`src/rtl/mips_pkg.sv`:
```
// Shared MIPS definitions: opcode/funct fields, ALU operation codes and the
// multicycle control state encoding.
package mips_pkg;

    localparam logic [5:0] OP_RTYPE = 6'h00;
    localparam logic [5:0] OP_J     = 6'h02;
    localparam logic [5:0] OP_BEQ   = 6'h04;
    localparam logic [5:0] OP_ADDI  = 6'h08;
    localparam logic [5:0] OP_LW    = 6'h23;
    localparam logic [5:0] OP_SW    = 6'h2B;

    localparam logic [5:0] FN_SLL = 6'h00;
    localparam logic [5:0] FN_ADD = 6'h20;
    localparam logic [5:0] FN_SUB = 6'h22;
    localparam logic [5:0] FN_AND = 6'h24;
    localparam logic [5:0] FN_OR  = 6'h25;
    localparam logic [5:0] FN_NOR = 6'h27;
    localparam logic [5:0] FN_SLT = 6'h2A;

    localparam logic [3:0] ALU_AND = 4'b0000;
    localparam logic [3:0] ALU_OR  = 4'b0001;
    localparam logic [3:0] ALU_ADD = 4'b0010;
    localparam logic [3:0] ALU_SLL = 4'b0011;
    localparam logic [3:0] ALU_SUB = 4'b0110;
    localparam logic [3:0] ALU_SLT = 4'b0111;
    localparam logic [3:0] ALU_NOR = 4'b1100;

    // ALU_OP_NONE parks the ALU on AND so idle states present all-zero outputs.
    typedef enum logic [1:0] {
        ALU_OP_ADD   = 2'b00,
        ALU_OP_SUB   = 2'b01,
        ALU_OP_FUNCT = 2'b10,
        ALU_OP_NONE  = 2'b11
    } alu_op_t;

    typedef enum logic [3:0] {
        S_IDLE   = 4'd0,
        S_FETCH  = 4'd1,
        S_DECODE = 4'd2,
        S_MEMADR = 4'd3,
        S_MEMRD  = 4'd4,
        S_MEMWB  = 4'd5,
        S_MEMWR  = 4'd6,
        S_EXEC   = 4'd7,
        S_ALUWB  = 4'd8,
        S_BRANCH = 4'd9,
        S_ADDIEX = 4'd10,
        S_ADDIWB = 4'd11,
        S_JUMP   = 4'd12
    } state_t;

    function automatic logic is_mem_op(input logic [5:0] opcode);
        return (opcode == OP_LW) || (opcode == OP_SW);
    endfunction

endpackage

```
`src/rtl/mips_multicycle_control_if.sv`:
```
// Control bundle between the multicycle control unit (master) and the datapath (slave).
interface mips_multicycle_control_if #(parameter int STATE_W = 4);
    logic [5:0]         opcode;
    logic [5:0]         funct;
    logic               zero;
    logic               mem_ready;
    logic               mem_read;
    logic               mem_write;
    logic               iord;
    logic               ir_write;
    logic               reg_write;
    logic               reg_dst;
    logic               mem_to_reg;
    logic               alu_src_a;
    logic [1:0]         alu_src_b;
    logic [3:0]         alu_control;
    logic [1:0]         pc_src;
    logic               pc_en;
    logic               illegal;
    logic [STATE_W-1:0] state;

    modport master (
        input  opcode, funct, zero, mem_ready,
        output mem_read, mem_write, iord, ir_write, reg_write, reg_dst, mem_to_reg,
               alu_src_a, alu_src_b, alu_control, pc_src, pc_en, illegal, state
    );

    modport slave (
        output opcode, funct, zero, mem_ready,
        input  mem_read, mem_write, iord, ir_write, reg_write, reg_dst, mem_to_reg,
               alu_src_a, alu_src_b, alu_control, pc_src, pc_en, illegal, state
    );
endinterface

```
`src/rtl/alu_decoder.sv`:
```
// Combinational ALU decoder: maps alu_op and the R-type funct field to an ALU code.
module alu_decoder
    import mips_pkg::*;
(
    input  alu_op_t    alu_op,
    input  logic [5:0] funct,
    output logic [3:0] alu_control,
    output logic       funct_valid
);

    logic [3:0] funct_alu_s;

    // funct lookup; funct_valid is independent of alu_op so DECODE can use it
    always_comb begin
        funct_valid = 1'b1;
        funct_alu_s = ALU_AND;
        case (funct)
            FN_ADD:  funct_alu_s = ALU_ADD;
            FN_SUB:  funct_alu_s = ALU_SUB;
            FN_AND:  funct_alu_s = ALU_AND;
            FN_OR:   funct_alu_s = ALU_OR;
            FN_NOR:  funct_alu_s = ALU_NOR;
            FN_SLT:  funct_alu_s = ALU_SLT;
            FN_SLL:  funct_alu_s = ALU_SLL;
            default: funct_valid = 1'b0;
        endcase
    end

    // Final operation select
    always_comb begin
        case (alu_op)
            ALU_OP_ADD:   alu_control = ALU_ADD;
            ALU_OP_SUB:   alu_control = ALU_SUB;
            ALU_OP_FUNCT: alu_control = funct_alu_s;
            default:      alu_control = ALU_AND;
        endcase
    end

endmodule

```
`src/rtl/mips_multicycle_control.sv`:
```
// Multicycle MIPS control FSM. Outputs decode from the state register; mem_ready,
// zero and funct only gate the few outputs that must react within the cycle.
module mips_multicycle_control
    import mips_pkg::*;
#(
    parameter int STATE_W = 4
) (
    input  logic clk,
    input  logic rst_n,
    mips_multicycle_control_if.master ctl
);

    state_t     state_r;
    state_t     state_next_s;
    alu_op_t    alu_op_s;
    logic [3:0] dec_alu_s;
    logic       funct_valid_s;
    logic       illegal_s;
    logic       pc_write_s;
    logic       branch_s;

    alu_decoder u_alu_decoder (
        .alu_op      (alu_op_s),
        .funct       (ctl.funct),
        .alu_control (dec_alu_s),
        .funct_valid (funct_valid_s)
    );

    // State register
    always_ff @(posedge clk or negedge rst_n) begin
        if (!rst_n) begin
            state_r <= S_IDLE;
        end else begin
            state_r <= state_next_s;
        end
    end

    // Next-state logic and illegal-instruction detection in DECODE
    always_comb begin
        state_next_s = state_r;
        illegal_s    = 1'b0;
        case (state_r)
            S_IDLE:   state_next_s = S_FETCH;
            S_FETCH:  state_next_s = ctl.mem_ready ? S_DECODE : S_FETCH;
            S_DECODE: begin
                if (is_mem_op(ctl.opcode)) begin
                    state_next_s = S_MEMADR;
                end else begin
                    case (ctl.opcode)
                        OP_RTYPE: begin
                            if (funct_valid_s) begin
                                state_next_s = S_EXEC;
                            end else begin
                                state_next_s = S_FETCH;
                                illegal_s    = 1'b1;
                            end
                        end
                        OP_BEQ:  state_next_s = S_BRANCH;
                        OP_ADDI: state_next_s = S_ADDIEX;
                        OP_J:    state_next_s = S_JUMP;
                        default: begin
                            state_next_s = S_FETCH;
                            illegal_s    = 1'b1;
                        end
                    endcase
                end
            end
            S_MEMADR: begin
                if (ctl.opcode == OP_LW) begin
                    state_next_s = S_MEMRD;
                end else if (ctl.opcode == OP_SW) begin
                    state_next_s = S_MEMWR;
                end else begin
                    state_next_s = S_FETCH;
                end
            end
            S_MEMRD:  state_next_s = ctl.mem_ready ? S_MEMWB : S_MEMRD;
            S_MEMWR:  state_next_s = ctl.mem_ready ? S_FETCH : S_MEMWR;
            S_EXEC:   state_next_s = S_ALUWB;
            S_ADDIEX: state_next_s = S_ADDIWB;
            S_MEMWB, S_ALUWB, S_BRANCH, S_ADDIWB, S_JUMP: state_next_s = S_FETCH;
            default:  state_next_s = S_IDLE;
        endcase
    end

    // Per-state datapath control decode
    always_comb begin
        ctl.mem_read   = 1'b0;
        ctl.mem_write  = 1'b0;
        ctl.iord       = 1'b0;
        ctl.ir_write   = 1'b0;
        ctl.reg_write  = 1'b0;
        ctl.reg_dst    = 1'b0;
        ctl.mem_to_reg = 1'b0;
        ctl.alu_src_a  = 1'b0;
        ctl.alu_src_b  = 2'b00;
        ctl.pc_src     = 2'b00;
        alu_op_s       = ALU_OP_NONE;
        pc_write_s     = 1'b0;
        branch_s       = 1'b0;
        case (state_r)
            S_FETCH: begin
                ctl.mem_read  = 1'b1;
                ctl.alu_src_b = 2'b01;
                alu_op_s      = ALU_OP_ADD;
                ctl.ir_write  = ctl.mem_ready;
                pc_write_s    = ctl.mem_ready;
            end
            S_DECODE: begin
                ctl.alu_src_b = 2'b11;
                alu_op_s      = ALU_OP_ADD;
            end
            S_MEMADR, S_ADDIEX: begin
                ctl.alu_src_a = 1'b1;
                ctl.alu_src_b = 2'b10;
                alu_op_s      = ALU_OP_ADD;
            end
            S_MEMRD: begin
                ctl.mem_read = 1'b1;
                ctl.iord     = 1'b1;
            end
            S_MEMWB: begin
                ctl.reg_write  = 1'b1;
                ctl.mem_to_reg = 1'b1;
            end
            S_MEMWR: begin
                ctl.mem_write = 1'b1;
                ctl.iord      = 1'b1;
            end
            S_EXEC: begin
                ctl.alu_src_a = 1'b1;
                alu_op_s      = ALU_OP_FUNCT;
            end
            S_ALUWB: begin
                ctl.reg_write = 1'b1;
                ctl.reg_dst   = 1'b1;
            end
            S_BRANCH: begin
                ctl.alu_src_a = 1'b1;
                alu_op_s      = ALU_OP_SUB;
                ctl.pc_src    = 2'b01;
                branch_s      = 1'b1;
            end
            S_ADDIWB: ctl.reg_write = 1'b1;
            S_JUMP: begin
                ctl.pc_src = 2'b10;
                pc_write_s = 1'b1;
            end
            default: alu_op_s = ALU_OP_NONE;
        endcase
    end

    assign ctl.alu_control = dec_alu_s;
    assign ctl.pc_en       = pc_write_s | (branch_s & ctl.zero);
    assign ctl.illegal     = illegal_s;
    assign ctl.state       = STATE_W'(state_r);

endmodule

```
`src/flat_wrapper.sv`:
```
// flat-port wrapper written by rule: the top's interface ports become plain ports
module mips_multicycle_control_flat import mips_pkg::*;
#(
    parameter int STATE_W = 4
)
  (clk, rst_n, ctl_opcode, ctl_funct, ctl_zero, ctl_mem_ready, ctl_mem_read, ctl_mem_write, ctl_iord, ctl_ir_write, ctl_reg_write, ctl_reg_dst, ctl_mem_to_reg, ctl_alu_src_a, ctl_alu_src_b, ctl_alu_control, ctl_pc_src, ctl_pc_en, ctl_illegal, ctl_state);
  mips_multicycle_control_if #(.STATE_W(STATE_W)) ctl_i ();
  input  logic clk;
  input  logic rst_n;
  input wire logic [$bits(ctl_i.opcode)-1:0] ctl_opcode;
  input wire logic [$bits(ctl_i.funct)-1:0] ctl_funct;
  input wire logic [$bits(ctl_i.zero)-1:0] ctl_zero;
  input wire logic [$bits(ctl_i.mem_ready)-1:0] ctl_mem_ready;
  output wire logic [$bits(ctl_i.mem_read)-1:0] ctl_mem_read;
  output wire logic [$bits(ctl_i.mem_write)-1:0] ctl_mem_write;
  output wire logic [$bits(ctl_i.iord)-1:0] ctl_iord;
  output wire logic [$bits(ctl_i.ir_write)-1:0] ctl_ir_write;
  output wire logic [$bits(ctl_i.reg_write)-1:0] ctl_reg_write;
  output wire logic [$bits(ctl_i.reg_dst)-1:0] ctl_reg_dst;
  output wire logic [$bits(ctl_i.mem_to_reg)-1:0] ctl_mem_to_reg;
  output wire logic [$bits(ctl_i.alu_src_a)-1:0] ctl_alu_src_a;
  output wire logic [$bits(ctl_i.alu_src_b)-1:0] ctl_alu_src_b;
  output wire logic [$bits(ctl_i.alu_control)-1:0] ctl_alu_control;
  output wire logic [$bits(ctl_i.pc_src)-1:0] ctl_pc_src;
  output wire logic [$bits(ctl_i.pc_en)-1:0] ctl_pc_en;
  output wire logic [$bits(ctl_i.illegal)-1:0] ctl_illegal;
  output wire logic [$bits(ctl_i.state)-1:0] ctl_state;
  assign ctl_i.opcode = ctl_opcode;
  assign ctl_i.funct = ctl_funct;
  assign ctl_i.zero = ctl_zero;
  assign ctl_i.mem_ready = ctl_mem_ready;
  assign ctl_mem_read = ctl_i.mem_read;
  assign ctl_mem_write = ctl_i.mem_write;
  assign ctl_iord = ctl_i.iord;
  assign ctl_ir_write = ctl_i.ir_write;
  assign ctl_reg_write = ctl_i.reg_write;
  assign ctl_reg_dst = ctl_i.reg_dst;
  assign ctl_mem_to_reg = ctl_i.mem_to_reg;
  assign ctl_alu_src_a = ctl_i.alu_src_a;
  assign ctl_alu_src_b = ctl_i.alu_src_b;
  assign ctl_alu_control = ctl_i.alu_control;
  assign ctl_pc_src = ctl_i.pc_src;
  assign ctl_pc_en = ctl_i.pc_en;
  assign ctl_illegal = ctl_i.illegal;
  assign ctl_state = ctl_i.state;
  mips_multicycle_control #(.STATE_W(STATE_W)) u_core (.clk(clk), .rst_n(rst_n), .ctl(ctl_i));
endmodule
```
`config.mk`:
```
export PLATFORM = sky130hd
export DESIGN_NAME = mips_multicycle_control_flat
export DESIGN_NICKNAME = d
export VERILOG_FILES = /design/src/rtl/mips_pkg.sv /design/src/rtl/mips_multicycle_control_if.sv /design/src/rtl/alu_decoder.sv /design/src/rtl/mips_multicycle_control.sv /design/src/flat_wrapper.sv
export SDC_FILE = /design/constraint.sdc
export NUM_CORES = 1
export LEC_CHECK = 0
export ABC_CLOCK_PERIOD_IN_PS = 4910
export BUFFER_PORTS_ARGS = -buffer_cell sky130_fd_sc_hd__buf_2
export CAP_MARGIN = 25
export CORE_MARGIN = 3
export CORE_UTILIZATION = 46
export CTS_CLUSTER_SIZE = 25
export DETAILED_ROUTE_END_ITERATION = 10
export PLACE_DENSITY = 0.83
export SYNTH_ARGS = -nofsm -noshare
export SYNTH_HDL_FRONTEND = slang
export SYNTH_HIERARCHICAL = 1
export SYNTH_SLANG_ARGS = --single-unit
```
`constraint.sdc`:
```
create_clock -name clk -period 4.91 [get_ports clk]
set_input_delay 0.982 -clock clk [delete_from_list [all_inputs] [get_ports clk]]
set_output_delay 0.982 -clock clk [all_outputs]
set_load 0.005 [all_outputs]
```
==> reports/results.tsv, run 1 <==
metric	value	unit
status	finished, final reports clean	
yosys warns	6	
post-CTS setup buffer count	0	
Die X	44.4	µm
Tcrit/Tclk final	0.630	
Slowest cell on crit path	o32ai_2	
sequential fraction of the synthesis area	0.148	
max_slew headroom	0.641	
CP Max Fanout	5	
H-tree depth	1	
RSZ-0062 raised after global routing	false	
GRT met2 Usage	0.349	
Max Cap Violations	0	
synthesis-to-finish area growth	29.9	%
met3 usage	0.0244	
DP HPWL	1460	µm
met1 GRT Util	0.267	
CTS Buffer Depth	2	
TritonCTS clock tree	built	
DRC viols	0	
r2r startpoint	u_core/ctl.state[0]	
nets	156	
CP peak stage delay	260	ps
CP Capture Type	primary output	
die area	0.00197	mm²
Max IR drop VDD	0.178	mV
most common cell after layout, fill and taps aside	buf_2	
setup tns final	0	ps
FP Rows	13	
Max Slew Vio Count	0	
CP top delay family	compound AO/OA/AOI/OAI gates	
Power Dens Cells	315	mW/mm²
drt pass-1 iters	4	
Syn Nets	120	
# diodes	0	
CP startpoint	ctl_funct[1]	
pin count of the biggest net entering global routing	20	
Post-CTS Resized	0	
most used cell, CP	buf_2	
via count	863	
asr flop ratio synth	1.00	
kind of critical path	input port to primary output	
CP Launch Type	input port	
Clock Pin Slew Worst Setup and Hold Paths	40	ps
GRT Total Usage	0.201	
ys flop type	dfrtp_1	
CTS Hold Buffers Added	0	
Post-Route WL	1850	µm
flops & latches, synth	4	
I/O Buffers	37	
Via density	5.64	
# IOs	38	
initial antenna violation count	0	
Syn Area/Cell	6.52	µm²
clock tree sinks	4	
post-route ant nets	0	
CTS root buffer	clkbuf_4	
fraction of layout cells with a size suffix above 1	0.333	
Worst-Margin Slew	539	ps
Worst Path Buf+Inv	2	
commonest cells after routing, fill and taps aside	37 x buf_2, 18 x nor2_1, 10 x nand2_1, 8 x a21oi_1, 6 x nand2b_1	
Detailed Route Iter0 Violations	10	
number of flops mapped to enable cells by yosys	0	
reg2reg path depth	4	
max frequency	0.323	GHz
final setup fails	0	
clock latency on the worst-skew pair	230	ps
Syn Std Cell Area	678	µm²
WL/cell	12.1	µm
Worst Path Required	3930	ps
Worst R2R End	u_core/ctl.state[0]	
Fin. Hold Viols	0	
CTS Buf Count	3	
minimum clock period	3090	ps
first-pass GRT wire length	3110	µm
Reg2Reg Setup Slack	3240	ps
max FFs per register	4	
GR peak layer	met2	
Clock Skew	4.37	ps
Inst Count DP	150	
Leak	0.440	nW
initial core utilization	0.508	
Congestion Overflow GR	0	
number of global-route vias before repair	763	
Cells after Synth	104	
Worst EP arrival	2110	ps
Critical Path, Cell by Cell	buf_2 > nor2_1 > a21oi_2 > o32ai_2 > nor4_1 > a21oi_1 > a31oi_1 > buf_2	
Die H	44.4	µm
Finished Layout Cells	153	
global placement routability congestion	0.855	
Hold Crit Class	input port to asynchronous set/reset pin	
Cell variety after synth	43	
area of the core	0.00133	mm²
-- layout make-up --
| cell class | count | area (µm²) |
|---|---|---|
| multi-input combinational | 90 | 539 |
| fill | 127 | 453 |
| timing repair buffer | 37 | 185 |
| sequential | 4 | 100 |
| clock buffer | 3 | 22.5 |
| tap | 15 | 18.8 |
| inverter | 4 | 15.0 |
-- how the worst max path moves through the flow --
| stage | cells after the start | end | slack (ps) |
|---|---|---|---|
| global route | 8 | ctl_illegal | 1670 |
| global placement | 8 | ctl_illegal | 1880 |
| floorplan | 6 | ctl_illegal | 2170 |
| detailed placement | 8 | ctl_illegal | 1850 |
| CTS | 8 | ctl_illegal | 1840 |
| finish | 8 | ctl_illegal | 1820 |
-- cell usage after synthesis, types with 2 or more instances --
library cell	instances	area share
nand2b_1	6	0.055
a211oi_1	2	0.022
xor2_1	2	0.026
o21ai_0	5	0.037
a21oi_1	8	0.059
nor2_1	18	0.10
nand4_1	3	0.028
o22ai_1	3	0.028
nor3_1	4	0.030
clkbuf_1	5	0.028
inv_1	2	0.011
dfrtp_1	4	0.15
inv_2	2	0.011
nand2_1	10	0.055
a211o_1	2	0.026
-- through the flow --
stage / hold slack (ps) / utilization / area (µm²) / power (mW) / setup WS [ps]
2_1_floorplan: 648 / - / 678 / 0.176 / 2170
3_3_place_gp: 763 / 0.644 / 858 / 0.235 / 1880
3_5_place_dp: 762 / 0.644 / 858 / 0.239 / 1850
4_1_cts: 544 / 0.660 / 881 / 0.280 / 1840
5_1_grt: 542 / 0.660 / 881 / 0.308 / 1670
6_report: 546 / 0.660 / 881 / 0.278 / 1820
-- power by group --
group	total, mW	internal, mW	switching [mW]
Sequential	0.0734	0.0403	0.0330
Combinational	0.165	0.0812	0.0841
Clock	0.0391	0.0272	0.0118
Total	0.278	0.149	0.129
-- worst register-to-register path, stage by stage (launching register included) --
cell	delay, ps
dfrtp_1	670
nand2b_1	290
nand2b_1	180
a21oi_1	60
a2111o_1	340
-- logic make-up after synthesis --
| kind of cell | after synthesis | share of synthesized area |
|---|---|---|
| AO/OA/AOI/OAI | 32 | 0.327 |
| buffers and inverters | 10 | 0.0572 |
| multiplexers | 2 | 0.0314 |
| XOR/XNOR | 3 | 0.0388 |
| flip-flops | 4 | 0.148 |
| AND/OR/NAND/NOR | 53 | 0.399 |
-- metal layers --
layer  vias up  wire length (µm)
met5         -                 0
li1        454                 -
met2        24               893
met4         0                 0
met1       385               849
met3         0               105
Note: power is estimated with default switching activity, not from simulation.
==> run 2, diff against run 1 <==
--- a/config.mk
+++ b/config.mk
@@ -5,14 +5,14 @@
 export SDC_FILE = /design/constraint.sdc
 export NUM_CORES = 1
 export LEC_CHECK = 0
-export ABC_CLOCK_PERIOD_IN_PS = 4910
+export ABC_CLOCK_PERIOD_IN_PS = 3000
 export BUFFER_PORTS_ARGS = -buffer_cell sky130_fd_sc_hd__buf_2
 export CAP_MARGIN = 25
 export CORE_MARGIN = 3
-export CORE_UTILIZATION = 46
+export CORE_UTILIZATION = 43
 export CTS_CLUSTER_SIZE = 25
 export DETAILED_ROUTE_END_ITERATION = 10
-export PLACE_DENSITY = 0.83
+export PLACE_DENSITY = 0.78
 export SYNTH_ARGS = -nofsm -noshare
 export SYNTH_HDL_FRONTEND = slang
 export SYNTH_HIERARCHICAL = 1
==> constraint.sdc (replaced) <==
create_clock -name clk -period 3 [get_ports clk]
set_input_delay 0.6 -clock clk [delete_from_list [all_inputs] [get_ports clk]]
set_output_delay 0.6 -clock clk [all_outputs]
set_load 0.005 [all_outputs]
==> reports/results.tsv, run 2 (synthesized netlist as in run 1, its figures left out) <==
metric	value	unit
Finished Layout Cells	153	
# fillers	144	
Layout Utilization	0.637	
TritonCTS clock tree	built	
FP Rows	13	
Worst EP arrival	1820	ps
DRC viols	0	
Clock Skew	7.38	ps
commonest cells after routing, fill and taps aside	37 x buf_2, 18 x nor2_1, 10 x nand2_1, 8 x a21oi_1, 6 x nand2b_1	
area of the core	0.00138	mm²
CTS root buffer	clkbuf_4	
kind of critical path	flip-flop to primary output	
H-tree depth	1	
hold_ws	154	ps
CP Capture Type	primary output	
drt pass-1 iters	4	
max_slew headroom	0.631	
max frequency	0.414	GHz
Max Slew Vio Count	0	
Die H	45.7	µm
r2r startpoint	u_core/ctl.state[0]	
Reg area	100	µm²
via count	873	
DP HPWL	1430	µm
Worst Path Required	2400	ps
CTS Buffer Depth	2	
# diodes	0	
Place WS	712	ps
max FFs per register	4	
first-pass GRT wire length	2950	µm
number of global-route vias before repair	690	
Worst-Margin Slew	554	ps
CP Launch Type	flip-flop	
Tcrit/Tclk final	0.805	
clock tree sinks	4	
CTS Hold Buffers Added	0	
synthesis-to-finish area growth	29.9	%
Reg2Reg Setup Slack	1350	ps
Fin. Hold Viols	0	
GRT Total Usage	0.191	
Die X	45.7	µm
Hold Crit Class	input port to asynchronous set/reset pin	
CTS Buf Count	3	
Power Dens Cells	520	mW/mm²
CP Max Fanout	19	
global placement routability congestion	0.849	
Congestion Overflow GR	0	
setup tns final	0	ps
nets	156	
I/O Buffers	37	
initial antenna violation count	0	
status	finished, final reports clean	
Max IR drop VDD	0.258	mV
initial core utilization	0.490	
reg2reg path depth	4	
Inst Count DP	150	
Multi-input gate area	539	µm²
Post-CTS Resized	0	
clock latency on the worst-skew pair	240	ps
WL/cell	12.3	µm
pin count of the biggest net entering global routing	20	
Clock Pin Slew Worst Setup and Hold Paths	40	ps
Via density	5.71	
Max Cap Violations	0	
fraction of layout cells with a size suffix above 1	0.333	
Detailed Route Iter0 Violations	20	
RSZ-0062 raised after global routing	false	
minimum clock period	2420	ps
Post-Route WL	1880	µm
Leak	0.440	nW
post-route ant nets	0	
post-CTS setup buffer count	0	
# IOs	38	
die area	0.00209	mm²
final worst slack	584	ps
final setup fails	0	
most common cell after layout, fill and taps aside	buf_2	
Worst R2R End	u_core/ctl.state[0]	
run 2: worst max-delay path by stage:
stage,startpoint,to,slack [ps]
2_1_floorplan,ctl_funct[5],ctl_illegal,1020
3_3_place_gp,ctl_funct[2],ctl_illegal,730
3_5_place_dp,ctl_funct[2],ctl_illegal,710
4_1_cts,u_core/ctl.state[1],ctl_alu_control[2],600
5_1_grt,u_core/ctl.state[1],ctl_alu_control[2],380
6_report,u_core/ctl.state[0],ctl_illegal,580
run 2: where the power goes:
| part | leakage [nW] | total [mW] | internal, mW | switching, mW |
|---|---|---|---|---|
| logic | 0.374 | 0.270 | 0.133 | 0.137 |
| clock network | 0.0138 | 0.0676 | 0.0448 | 0.0229 |
| registers | 0.0521 | 0.120 | 0.0660 | 0.0545 |
| total | 0.440 | 0.458 | 0.244 | 0.215 |
run 2: critical path, stage by stage, from the launching register on:
cell and delay [ps]:
dfrtp_1 570, nand2b_1 310, nand2b_1 220, nand2b_1 200
a31oi_1 150, buf_2 130
run 2: metrics by stage:
step / instance area (µm²) / total power, mW
after floorplan: 678 / 0.289
after global placement: 858 / 0.386
after detailed placement: 858 / 0.390
after CTS: 881 / 0.460
after global routing: 881 / 0.503
final: 881 / 0.458
run 2: layout make-up:
| class | count | share of cell area |
|---|---|---|
| Inverter | 4 | 0.0170 |
| Timing Repair Buffer | 37 | 0.210 |
| Sequential cell | 4 | 0.114 |
| Clock buffer | 3 | 0.0256 |
| Multi-Input combinational cell | 90 | 0.612 |
| Tap cell | 15 | 0.0213 |
run 2: metal layers:
layer | vias up | GRT usage | routed length, µm
li1 | 448 | - | -
met3 | 2 | 0.0356 | 146
met2 | 34 | 0.312 | 840
met4 | 0 | 0.0682 | 14
met1 | 389 | 0.247 | 874
met5 | - | 0 | 0
